File: src/rtl/memif_arb.sv
// Two-port command/burst arbiter in front of a single memory controller port.
// One transaction is outstanding at a time; beats are counted from the memory-side strobes.
module memif_arb #(
  parameter int ADDR_WIDTH = 32,
  parameter bit FIXED_PRIO = 1'b0
) (
  input  logic                  clk,
  input  logic                  rst,
  input  logic [ADDR_WIDTH-1:0] mi0_addr,
  input  logic [6:0]            mi0_len,
  input  logic                  mi0_rw,
  input  logic                  mi0_valid,
  output logic                  mi0_ready,
  input  logic [31:0]           mi0_wdata,
  output logic                  mi0_wack,
  output logic [31:0]           mi0_rdata,
  output logic                  mi0_rstb,
  input  logic [ADDR_WIDTH-1:0] mi1_addr,
  input  logic [6:0]            mi1_len,
  input  logic                  mi1_rw,
  input  logic                  mi1_valid,
  output logic                  mi1_ready,
  input  logic [31:0]           mi1_wdata,
  output logic                  mi1_wack,
  output logic [31:0]           mi1_rdata,
  output logic                  mi1_rstb,
  output logic [ADDR_WIDTH-1:0] mi_addr,
  output logic [6:0]            mi_len,
  output logic                  mi_rw,
  output logic                  mi_valid,
  input  logic                  mi_ready,
  output logic [31:0]           mi_wdata,
  input  logic                  mi_wack,
  input  logic [31:0]           mi_rdata,
  input  logic                  mi_rstb
);

  typedef enum logic [1:0] {
    ST_IDLE = 2'd0,
    ST_CMD  = 2'd1,
    ST_DATA = 2'd2
  } state_t;

  state_t     state_q, state_d;
  logic       grant_q, grant_d;
  logic       last_q, last_d;
  logic       rw_q, rw_d;
  logic [6:0] len_q, len_d;
  logic [6:0] cnt_q, cnt_d;

  logic       g_valid;
  logic [6:0] g_len;
  logic       g_rw;
  logic       beat;

  always_comb begin
    g_valid = grant_q ? mi1_valid : mi0_valid;
    g_len   = grant_q ? mi1_len   : mi0_len;
    g_rw    = grant_q ? mi1_rw    : mi0_rw;
    // only the strobe matching the latched direction advances the burst
    beat    = (state_q == ST_DATA) && (rw_q ? mi_rstb : mi_wack);
  end

  always_comb begin
    state_d = state_q;
    grant_d = grant_q;
    last_d  = last_q;
    rw_d    = rw_q;
    len_d   = len_q;
    cnt_d   = cnt_q;
    case (state_q)
      ST_IDLE: begin
        if (mi0_valid || mi1_valid) begin
          if (mi0_valid && mi1_valid) begin
            grant_d = FIXED_PRIO ? 1'b1 : ~last_q;
          end else begin
            grant_d = mi1_valid;
          end
          state_d = ST_CMD;
        end
      end
      ST_CMD: begin
        if (!g_valid) begin
          state_d = ST_IDLE;
        end else if (mi_ready) begin
          len_d   = g_len;
          rw_d    = g_rw;
          cnt_d   = 7'd0;
          state_d = ST_DATA;
        end
      end
      ST_DATA: begin
        if (beat) begin
          if (cnt_q == len_q) begin
            state_d = ST_IDLE;
            last_d  = grant_q;
          end else begin
            cnt_d = cnt_q + 7'd1;
          end
        end
      end
      default: state_d = ST_IDLE;
    endcase
  end

  always_ff @(posedge clk) begin
    if (rst) begin
      state_q <= ST_IDLE;
      grant_q <= 1'b0;
      last_q  <= 1'b1;
      rw_q    <= 1'b0;
      len_q   <= 7'd0;
      cnt_q   <= 7'd0;
    end else begin
      state_q <= state_d;
      grant_q <= grant_d;
      last_q  <= last_d;
      rw_q    <= rw_d;
      len_q   <= len_d;
      cnt_q   <= cnt_d;
    end
  end

  // Outputs are held quiet while rst is high, even before the first reset edge.
  always_comb begin
    mi_addr   = '0;
    mi_len    = 7'd0;
    mi_rw     = 1'b0;
    mi_valid  = 1'b0;
    mi0_ready = 1'b0;
    mi1_ready = 1'b0;
    mi_wdata  = 32'd0;
    mi0_wack  = 1'b0;
    mi1_wack  = 1'b0;
    mi0_rstb  = 1'b0;
    mi1_rstb  = 1'b0;
    mi0_rdata = mi_rdata;
    mi1_rdata = mi_rdata;
    if (!rst) begin
      if (state_q == ST_CMD) begin
        mi_addr   = grant_q ? mi1_addr : mi0_addr;
        mi_len    = g_len;
        mi_rw     = g_rw;
        mi_valid  = g_valid;
        mi0_ready = !grant_q && g_valid && mi_ready;
        mi1_ready =  grant_q && g_valid && mi_ready;
      end
      if (state_q != ST_IDLE) begin
        mi_wdata = grant_q ? mi1_wdata : mi0_wdata;
      end
      if (state_q == ST_DATA) begin
        mi0_wack = mi_wack && !rw_q && !grant_q;
        mi1_wack = mi_wack && !rw_q &&  grant_q;
        mi0_rstb = mi_rstb &&  rw_q && !grant_q;
        mi1_rstb = mi_rstb &&  rw_q &&  grant_q;
      end
    end
  end

endmodule
File: config.mk
export PLATFORM = sky130hd
export DESIGN_NAME = memif_arb
export DESIGN_NICKNAME = d
export VERILOG_FILES = /design/src/rtl/memif_arb.sv
export SDC_FILE = /design/constraint.sdc
export NUM_CORES = 1
export LEC_CHECK = 0
export BUFFER_PORTS_ARGS = -buffer_cell sky130_fd_sc_hd__buf_2
export CORE_AREA = 4 4 124 126
export DETAILED_ROUTE_END_ITERATION = 7
export DIE_AREA = 0 0 128 130
export MAX_ROUTING_LAYER = met4
export PLACE_DENSITY = 0.49
export SYNTH_ARGS = -nofsm -noshare
export SYNTH_HDL_FRONTEND = slang
export SYNTH_SLANG_ARGS = --single-unit
File: constraint.sdc
create_clock -name clk -period 2.6 [get_ports clk]
set_clock_uncertainty 0.1 [all_clocks]
set_input_delay 0.52 -clock clk [delete_from_list [all_inputs] [get_ports clk]]
set_output_delay 0.52 -clock clk [all_outputs]
set_load 0.05 [all_outputs]
[Word-level counts from Yosys, hierarchy flattened]
Index checks and enable logic that the tools add are counted.
Cells by class
  add/subtract/negate cells: 1
  equality and inequality tests: 10
  mux-type cells: 40
  bitwise operators: 1
  reductions and logical operators: 23
Operators by type and width (count)
  2-to-1 mux 32 bit: 6
  2-to-1 mux 7 bit: 7
  2-to-1 mux 1 bit: 20
  one-hot mux 7 bit (2 select lines): 1
  logical AND 1 bit: 12
  2-to-1 mux 2 bit: 5
  != test 2 bit, second input constant: 5
  adder 7 x 1 -> 7 bit, second input constant: 1
  equality test 7 bit: 1
  one-hot mux 2 bit (3 select lines): 1
  AND reduction 3 bit: 2
  AND reduction 5 bit: 1
  AND reduction 4 bit: 1
  nonzero test 2 bit: 2
  != test 3 bit, second input constant: 1
  equality test 2 x 1 -> 1 bit, second input constant: 1
  equality test 2 bit, second input constant: 1
  logical NOT 1 bit: 2
  logical NOT 2 bit: 1
  != test 2 x 1 -> 1 bit, second input constant: 1
  AND reduction 2 bit: 1
  logical OR 1 bit: 1
  NOT 1 bit: 1
Storage, ports and cells
  bits in registers: 19
  input port bits: 183
  output and inout port bits: 143
  word-level logic and storage cells: 81

[Logic depth before layout (Yosys ltp)]
Gate-level depths: netlist (run 1).
  depth after elaboration: 5
  gate-level depth with buffers: 6
  gate-level depth less buffers: 5

[Least setup slack after synthesis (run 1)]
Ideal clock, no wire load.
  path type: in2out
  from: input port rst
  to: output port mi0_wack
  data arrival time: 2.243 ns
  data required time: 1.980 ns
  setup slack: -0.263 ns
  stages: 4
  buffers on the path: 2
  cell sequence: buf_4 > or3b_1 > buf_2 > nor3_1
Between the ends
  cells in the longest elaborated chain, start to end: 1
RTL lines
  start: declaration: line 8  | input logic rst,
  2-to-1 mux 1 bit: line 139  | if (!rst) begin
  end: declaration: line 15  | output logic mi0_wack,
Every way passes these cells.

[Final worst setup path (run 1)]
  from: input port rst
  to: output port mi_wdata[27]
Between the ends
  cells in the longest elaborated chain, start to end: 1
RTL lines
  2-to-1 mux 32 bit: line 139
  end: declaration: line 32  | output logic [31:0] mi_wdata,
Every way passes these cells.

==> results of run 1 <==
-- power breakdown --
part / total [uW] / switching, uW / internal [uW]
combinational: 669 / 432 / 237
clock: 321 / 113 / 208
sequential: 318 / 16.5 / 302
-- routing by layer --
metal	global-route usage, %	part of all wire (%)	up-vias
met5	-	0	-
met4	2.31	1.3	0
met3	2.05	7.9	10
met2	19.5	46	145
met1	16.0	45	1189
li1	-	-	1456
-- metrics by stage --
stage	hold WS, ns	utilization, %	instance area (um2)	instances
after floorplan	0.354	-	2660	358
after global placement	0.391	24.7	3540	691
after detailed placement	0.391	24.7	3540	691
after CTS	0.376	25.3	3620	695
after global routing	0.389	25.3	3620	695
final	0.380	25.3	3620	695
-- cell usage in the layout, fill, tap and decap left out, types with 4 or more instances in the layout --
| master | netlist | routed |
|---|---|---|
| buf_2 | 11 | 228 |
| nor2_1 | 96 | 96 |
| mux2i_1 | 75 | 75 |
| dfxtp_1 | 19 | 18 |
| nand2_1 | 14 | 14 |
| a211oi_1 | 12 | 12 |
| nor3_2 | 3 | 5 |
| buf_4 | 65 | 5 |
| nand3_1 | 4 | 4 |
| xnor2_1 | 4 | 4 |
| o21ai_1 | 5 | 4 |
-- sequential cells by signal, summed over array words and instances (netlist names) --
register,count
grant_q,1
len_q,7
cnt_q,7
rw_q,1
state_q,2
last_q,1
-- final cells by class --
class                           instances  share of cell area [%]
Tap cell                              184                    6.36
Multi-Input combinational cell        249                    46.2
Timing Repair Buffer                  236                    34.2
Sequential cell                        19                    10.6
Clock buffer                            3                    2.07
Inverter                                3                   0.311
Clock inverter                          1                   0.173
-- logic make-up (layout without fill, tap and decap cells) --
family	count (synthesis)	in the layout	synth area share [%]
simple gates	134	134	22.1
buf+inv	90	243	23.1
mux	77	77	29.2
compound gates	30	30	8.42
flops	19	19	14.4
xor+xnor	7	7	2.32
fa+ha+maj	1	1	0.473
-- path summary, 6_finish.rpt --
check	start	end	cells past startpoint	slack (ns)
max	rst	mi_wdata[27]	7	0.14
max reg2reg	grant_q	cnt_q[5]	4	0.51
min	rst	grant_q	2	0.38
min reg2reg	cnt_q[6]	cnt_q[6]	2	0.40
==> key figures, run 1 <==
Layout
  • Area grow syn2layout: 36.8%
  • Antenna fix cells: 0
  • Nets@finish: between 600 and 700
  • Layout cell share with drive strength beyond 1: 49.9%
  • Register area: just under 400 um2
  • Final-layout fill cell count: 1654
  • Area of the multi-input gates: 1670 um2

Yosys
  • Gate Count Post-Synth: between 300 and 400
  • Sequential area share after synthesis: approximately 14%
  • EDFF count, synth: 0
  • Seq cells post-synth: 19
  • Top-count cell post-synth: nor2_1
  • Syn_nets: about 540
  • Post-synth top area share: 28.4%
  • Synth Warn #: 0
  • Syn Area/Cell: roughly 7.4 um2
  • Synth cell types: 40
  • Synth top cells by count: nor2_1 (96), mux2i_1 (75), buf_4 (65), dfxtp_1 (19), nand2_1 (14)
  • Netlist area before placement: 2650 um2
  • Post-synth ARST share: 0%
  • Largest cells by area after synthesis: mux2i_1 (28%), buf_4 (18%), dfxtp_1 (14%)
  • Cell taking the most area after synthesis: mux2i_1
  • Main flop type after synthesis: dfxtp_1

Power
  • Pwr dens: 361 nW/um2
  • Leak pwr: 0.00177 uW
  • Power Total: 1310 uW
  • Peak supply drop: about 230 uV

CTS
  • Clk_lat worst skew: 0.25 ns
  • CTS tree: built
  • Num CTS Buffers: 3
  • CTS Root Cell: clkbuf_16
  • Post-CTS Hold Buffers: 0
  • TritonCTS Sinks: 19
  • Max clock buf depth: 2
  • H-tree depth: 1
  • Clock-pin slew on the worst setup and hold paths: 0.05 ns
  • Post-cts resize count: 0
  • Setup bufs post-CTS: 0

Critical path
  • Setup CP Type: primary input to primary output
  • Max incr delay on CP: 0.30 ns
  • WP data required: 1.98 ns
  • Slowest cell on the critical path: buf_2
  • Startpoint Class: primary input
  • Crit-path cells: buf_2, buf_4, inv_1, o21ai_2, buf_4, nor2_1, buf_2
  • Data arrival time of the worst path: 1.84 ns
  • Crit path max fanout: 32
  • Critical path buffers and inverters: 5
  • Family with the most delay on the worst path: buffers and inverters
  • CP endpoint kind: primary output

STA
  • Min Tclk post-route: 2.46 ns
  • Slew @ Worst Pin: 1.11 ns
  • Worst setup margin: 0.144 ns
  • Max Slew Vio Count: 0
  • RSZ-0062 raised after global routing: false
  • Fmax: 407 MHz
  • Setup TNS: 0 ns
  • Final Hold Viols: 0
  • Period utilization: a little over nine tenths
  • Relative slew slack: 25.6%
  • Setup Viol. Count Final: 0

Drt
  • Via count: 2800
  • Routed len/inst: between 15 and 20 um
  • WL final: 10.5 mm
  • Pre-antenna DRT Iters: 4
  • Post-route antenna net violation count: 0
  • Initial drt markers: 78
  • Vias per cell: 4.03
  • # DRC: 0

Placement
  • Hpwl dp: 8.93 mm
  • Post-Place Setup Slack: ~0.18 ns
  • # port buffers: 229
  • Gpl congestion: approximately 0.84

Die
  • Rows: between 40 and 50
  • Core Footprint: 14300 um2
  • Die H: 130 um
  • Die Wd: about 130 um
  • Initial Util: a little under a fifth
  • I/O pins: ~330
  • Die area: approximately 17000 um2

Global routing
  • First-pass GRT wire length: around 16 mm
  • Initial antenna violation count: 0
  • Number of global-route vias before repair: 2831
  • Overflow after GRT: 0
  • Largest net degree at the start of global routing: 47
  • GRT Total Usage: 12.1%

Run status
  • Status: finished, final reports clean

Flow run
  • Max-cap viol count: 0

Hold path
  • HP Class: primary input to flip-flop
Power figures use the tool's default switching activity.
==> run 2: changes to the inputs <==
==> constraint.sdc (replaced) <==
create_clock -name clk -period 2.51 [get_ports clk]
set_clock_uncertainty 0.1 [all_clocks]
set_input_delay 0.502 -clock clk [delete_from_list [all_inputs] [get_ports clk]]
set_output_delay 0.502 -clock clk [all_outputs]
set_load 0.05 [all_outputs]
==> key figures, run 2 (synthesis gave the netlist of run 1 again) <==
CTS
  • Post-cts resize count: 0 (unchanged)
  • H-tree depth: 1 (unchanged)
  • Max clock buf depth: 2 (unchanged)
  • Setup bufs post-CTS: 0 (unchanged)
  • Clk_lat worst skew: 0.25 ns (about the same)
  • CTS tree: built
  • Num CTS Buffers: 3 (unchanged)
  • TritonCTS Sinks: 19 (unchanged)
  • Clock-pin slew on the worst setup and hold paths: 0.06 ns (about the same)
  • Post-CTS Hold Buffers: 0 (unchanged)
  • CTS Root Cell: clkbuf_16

Drt
  • Vias per cell: 4.10 (+1.7%)
  • Pre-antenna DRT Iters: 4 (unchanged)
  • Via count: 2851 (+1.8%)
  • WL final: 10.5 mm (about the same)
  • Initial drt markers: 137 (+76%)
  • # DRC: 0 (unchanged)
  • Routed len/inst: 15.1 um (about the same)
  • Post-route antenna net violation count: 0 (unchanged)

Die
  • Die area: 16600 um2 (unchanged)
  • Die Wd: 128 um (unchanged)
  • Core Footprint: 14300 um2 (unchanged)
  • Die H: 130 um (unchanged)
  • Rows: 44 (unchanged)
  • Initial Util: 18.5% (unchanged)
  • I/O pins: 326 (unchanged)

Critical path
  • Data arrival time of the worst path: 1.80 ns (-0.04 ns)
  • WP data required: 1.91 ns (-0.07 ns)
  • CP endpoint kind: primary output
  • Worst setup path startpoint: rst
  • R2r setup slk: 0.47 ns (-0.04 ns)
  • Crit path max fanout: 32 (unchanged)
  • Worst R2R Path Depth: 4 (unchanged)
  • Worst R2R Start: state_q[0]
  • Worst setup endpoint: mi_wdata[24]
  • Startpoint Class: primary input
  • Setup CP Type: primary input to primary output
  • Worst R2R End: cnt_q[5]

Global routing
  • Gr busiest metal: met2
  • GRT Total Usage: 12.2% (+0.15 points)
  • Largest net degree at the start of global routing: 47 (unchanged)
  • Number of global-route vias before repair: 2829 (-0.071%)
  • Overflow after GRT: 0 (unchanged)
  • First-pass GRT wire length: 15.7 mm (+0.80%)
  • Global Route met3 Usage: 1.92% (-0.12 points)
  • GR Util met2: 19.2% (-0.25 points)
  • Met1 Use GR: 16.5% (+0.54 points)
  • Initial antenna violation count: 0 (unchanged)

Layout
  • Regs by FF count: cnt_q: 7 flops, len_q: 7 flops, state_q: 2 flops
  • Post-route cell area: 3630 um2 (+0.21%)
  • Area grow syn2layout: 37.1%
  • Nets@finish: 697 (+0.14%)
  • Layout cell share with drive strength beyond 1: 50.0% (+0.098 points)
  • Most frequent cells in the layout: buf_2 (228), nor2_1 (96), mux2i_1 (75)
  • Antenna fix cells: 0 (unchanged)
  • Most common cell after layout, fill and taps aside: buf_2

Power
  • Pwr dens: 375 nW/um2 (+3.8%)
  • Combinational Power Share: 51.1% (about the same)
  • Peak supply drop: 201 uV (-14%)
  • Clk pwr share: 24.9% (+0.4 points)
  • Switching share of power: 43.1% (+0.20 points)
  • Int Pwr: 775 uW (+3.7%)
  • Sw Pwr: 586 uW (+4.5%)
  • Flop pwr share: 24.0% (-0.3 points)
  • Leak pwr: 0.00178 uW (+0.24%)

STA
  • Relative slew slack: 26.4% (+0.84 points)
  • Hold WS: 0.354 ns (-0.0254 ns)
  • Min Tclk post-route: 2.40 ns
  • Setup TNS: 0 ns (unchanged)
  • Period utilization: a little over nine tenths
  • Slew @ Worst Pin: 1.10 ns (-0.0125 ns)
  • RSZ-0062 raised after global routing: false
  • Setup Viol. Count Final: 0 (unchanged)
  • Max Slew Vio Count: 0 (unchanged)
  • Fmax: 416 MHz
  • Final Hold Viols: 0 (unchanged)

Placement
  • Placed instance area: 3550 um2 (+0.21%)
  • # port buffers: 229 (unchanged)
  • Gpl congestion: 0.834 (-0.86%)
  • Hpwl dp: 8.89 mm (-0.34%)

Hold path
  • HP Class: primary input to flip-flop
  • Worst Hold Depth: 2 (unchanged)

Run status
  • Status: finished, final reports clean

Flow run
  • Max-cap viol count: 0 (unchanged)
run 2: cell types whose count changed in the layout (fill, tap and decap cells not counted):
cell and change:
buf_4 +1
run 2: worst min path at each step:
stage | from | end | slack, ns
6_report | rst | grant_q | 0.35
5_1_grt | rst | grant_q | 0.37
4_1_cts | rst | grant_q | 0.36
3_5_place_dp | cnt_q[6] | cnt_q[6] | 0.39
3_3_place_gp | cnt_q[6] | cnt_q[6] | 0.39
2_1_floorplan | cnt_q[6] | cnt_q[6] | 0.35
run 2: area by class of cell:
class / count / area, um2
Fill cell: 1674 / 10700
Multi-Input combinational cell: 249 / 1670
Timing Repair Buffer: 237 / 1250
Sequential cell: 19 / 384
Tap cell: 184 / 230
Clock buffer: 3 / 75.1
Inverter: 3 / 11.3
Clock inverter: 1 / 6.26
run 2: power by group through the flow:
stage	logic (uW)	clock network (uW)	registers (uW)
floorplan	743	0	327
global placement	703	0	333
finish	696	339	326
global route	753	357	328
detailed placement	702	0	333
CTS	704	347	326
run 2: routing by layer:
layer	share of wire, %	routed length [um]
met3	7.2	757
met2	45	4770
met1	46	4840
met5	0	0
met4	1.4	147
run 2: critical path, cell delays in order:
cell and delay [ns]:
buf_2 0.12, buf_4 0.18, inv_1 0.15, o21ai_2 0.07, buf_4 0.24, nor2_1 0.21, buf_2 0.30
run 2: per-stage QoR:
step / setup WS [ns] / power [uW] / util (%) / std cells
5_1_grt: 0.0238 / 1440 / 25.3 / 696
2_1_floorplan: 0.106 / 1070 / - / 358
4_1_cts: 0.110 / 1380 / 25.3 / 696
6_report: 0.106 / 1360 / 25.3 / 696
3_3_place_gp: 0.116 / 1040 / 24.8 / 692
3_5_place_dp: 0.115 / 1040 / 24.8 / 692
==> run 3: changes to the inputs <==
--- a/config.mk
+++ b/config.mk
@@ -6,6 +6,7 @@
 export NUM_CORES = 1
 export LEC_CHECK = 0
 export BUFFER_PORTS_ARGS = -buffer_cell sky130_fd_sc_hd__buf_2
+export CAP_MARGIN = 0
 export CORE_AREA = 4 4 124 126
 export DETAILED_ROUTE_END_ITERATION = 7
 export DIE_AREA = 0 0 128 130
==> constraint.sdc (replaced) <==
create_clock -name clk -period 2.85 [get_ports clk]
set_clock_uncertainty 0.1 [all_clocks]
set_input_delay 0.57 -clock clk [delete_from_list [all_inputs] [get_ports clk]]
set_output_delay 0.57 -clock clk [all_outputs]
set_load 0.02 [all_outputs]
==> key figures, run 3 (synthesis gave the netlist of run 1 again) <==
Critical path
  • CP endpoint kind: primary output
  • R2r setup slk: 0.54 ns (+0.07 ns)
  • Data arrival time of the worst path: 1.90 ns (+0.10 ns)
  • Family with the most delay on the worst path: multiplexers
  • Worst setup path startpoint: grant_q
  • Critical path buffers and inverters: 1 (-4)
  • Startpoint Class: flip-flop
  • Max incr delay on CP: 0.73 ns (+0.43 ns)
  • Worst R2R Start: grant_q
  • Slowest cell on the critical path: mux2i_1
  • Crit path max fanout: 27 (-16%)
  • Setup CP Type: flip-flop to primary output
  • WP data required: 2.18 ns (+0.27 ns)
  • Crit-path cells: mux2i_1, nor2_1, buf_2

Layout
  • Area grow syn2layout: 35.9%
  • Layout cell share with drive strength beyond 1: 49.2% (-0.78 points)
  • Area of the multi-input gates: 1660 um2 (-0.90%)
  • Nets@finish: 695 (-0.29%)
  • Final-layout fill cell count: 1663 (-0.66%)
  • Most common cell after layout, fill and taps aside: buf_2
  • Antenna fix cells: 0 (unchanged)
  • Register area: 384 um2 (unchanged)
  • Regs by FF count: cnt_q: 7 flops, len_q: 7 flops, state_q: 2 flops
  • Final Non-Filler Cells: 694 (-0.29%)
  • Most frequent cells in the layout: buf_2 (229), nor2_1 (96), mux2i_1 (75)

Global routing
  • Largest net degree at the start of global routing: 42 (-11%)
  • GRT Total Usage: 11.8% (-0.44 points)
  • Overflow after GRT: 0 (unchanged)
  • First-pass GRT wire length: 15.3 mm (-2.6%)
  • Number of global-route vias before repair: 2784 (-1.6%)
  • Initial antenna violation count: 0 (unchanged)

Placement
  • Gpl congestion: 0.853 (+2.4%)
  • Hpwl dp: 8.68 mm (-2.4%)
  • # port buffers: 229 (unchanged)
  • Placed insts: 690 (-0.29%)

Drt
  • Via count: 2830 (-0.74%)
  • Initial drt markers: 156 (+14%)
  • Vias per cell: 4.08 (-0.45%)
  • Met2 routed WL: 4.77 mm (unchanged)
  • Pre-antenna DRT Iters: 4 (unchanged)
  • Met3 routed WL: 825 um (+9.0%)
  • WL final: 10.2 mm (-3.0%)
  • Routed len/inst: 14.7 um (-2.7%)
  • Post-route antenna net violation count: 0 (unchanged)
  • Max Used Layer: met4
  • # DRC: 0 (unchanged)
  • DRT met1 WL: 4.52 mm (-6.6%)

Flow run
  • Max-cap viol count: 0 (unchanged)

CTS
  • Setup bufs post-CTS: 0 (unchanged)
  • Clk_lat worst skew: 0.25 ns (about the same)
  • CTS tree: built
  • CTS Root Cell: clkbuf_16
  • Post-cts resize count: 0 (unchanged)
  • TritonCTS Sinks: 19 (unchanged)
  • Max clock buf depth: 2 (unchanged)
  • H-tree depth: 1 (unchanged)
  • Post-CTS Hold Buffers: 0 (unchanged)
  • Num CTS Buffers: 3 (unchanged)
  • Clock-pin slew on the worst setup and hold paths: 0.06 ns (about the same)

Hold path
  • Hold_sp: cnt_q[6]
  • HP Class: flip-flop to flip-flop

Die
  • I/O pins: 326 (unchanged)
  • Rows: 44 (unchanged)
  • Initial Util: 18.5% (unchanged)
  • Core Footprint: 14300 um2 (unchanged)
  • Die Wd: 128 um (unchanged)
  • Die H: 130 um (unchanged)
  • Die area: 16600 um2 (unchanged)

Power
  • Pwr dens: 298 nW/um2 (-21%)
  • Leak pwr: 0.00176 uW (-0.87%)
  • Peak supply drop: 203 uV (+0.93%)

STA
  • Min Tclk post-route: 2.57 ns
  • Slew @ Worst Pin: 0.784 ns (-0.314 ns)
  • Setup TNS: 0 ns (unchanged)
  • Final Hold Viols: 0 (unchanged)
  • Max Slew Vio Count: 0 (unchanged)
  • Relative slew slack: 46.2% (+20 points)
  • Fmax: 389 MHz
  • Setup Viol. Count Final: 0 (unchanged)
  • Period utilization: 90.1%
  • RSZ-0062 raised after global routing: false

Run status
  • Status: finished, final reports clean
-- run 3: cell type report --
cell class	count	area share (%)
timing repair buffer	235	34.2
multi-input combinational	249	46.1
tap	184	6.40
clock buffer	3	2.09
inverter	3	0.313
clock inverter	1	0.209
sequential	19	10.7
-- run 3: metal layers --
metal / vias to the layer above / track usage, %
li1: 1454 / -
met1: 1225 / 15.9
met2: 139 / 18.9
met3: 12 / 2.01
met4: 0 / 1.81
met5: - / -
-- run 3: per-stage QoR --
step	instance area [um2]	hold WS [ns]	total power, uW	util [%]	setup WS (ns)
after floorplan	2650	0.354	711	-	0.479
after global placement	3510	0.386	784	24.5	0.414
after detailed placement	3510	0.389	785	24.5	0.435
after CTS	3600	0.399	1090	25.1	0.292
after global routing	3600	0.439	1140	25.1	0.203
final	3600	0.391	1070	25.1	0.282
-- run 3: final timing paths --
check / endpoint / cells past startpoint
worst max-delay path: mi_valid / 3
worst min-delay path: cnt_q[6] / 2
worst max register to register: state_q[1] / 5
worst min register to register: cnt_q[6] / 2
-- run 3: worst reg2reg max path, stage by stage, from the launching register on --
cell and delay, ns:
dfxtp_4 0.65, mux2i_1 0.74, nor3_2 0.09, buf_4 0.23, nor4b_2 0.29, nor3_1 0.08
-- run 3: power by group --
part	internal [uW]	switching, uW	total (uW)
Sequential	275	22.3	297
Clock	190	107	297
Combinational	215	261	476
Total	680	390	1070
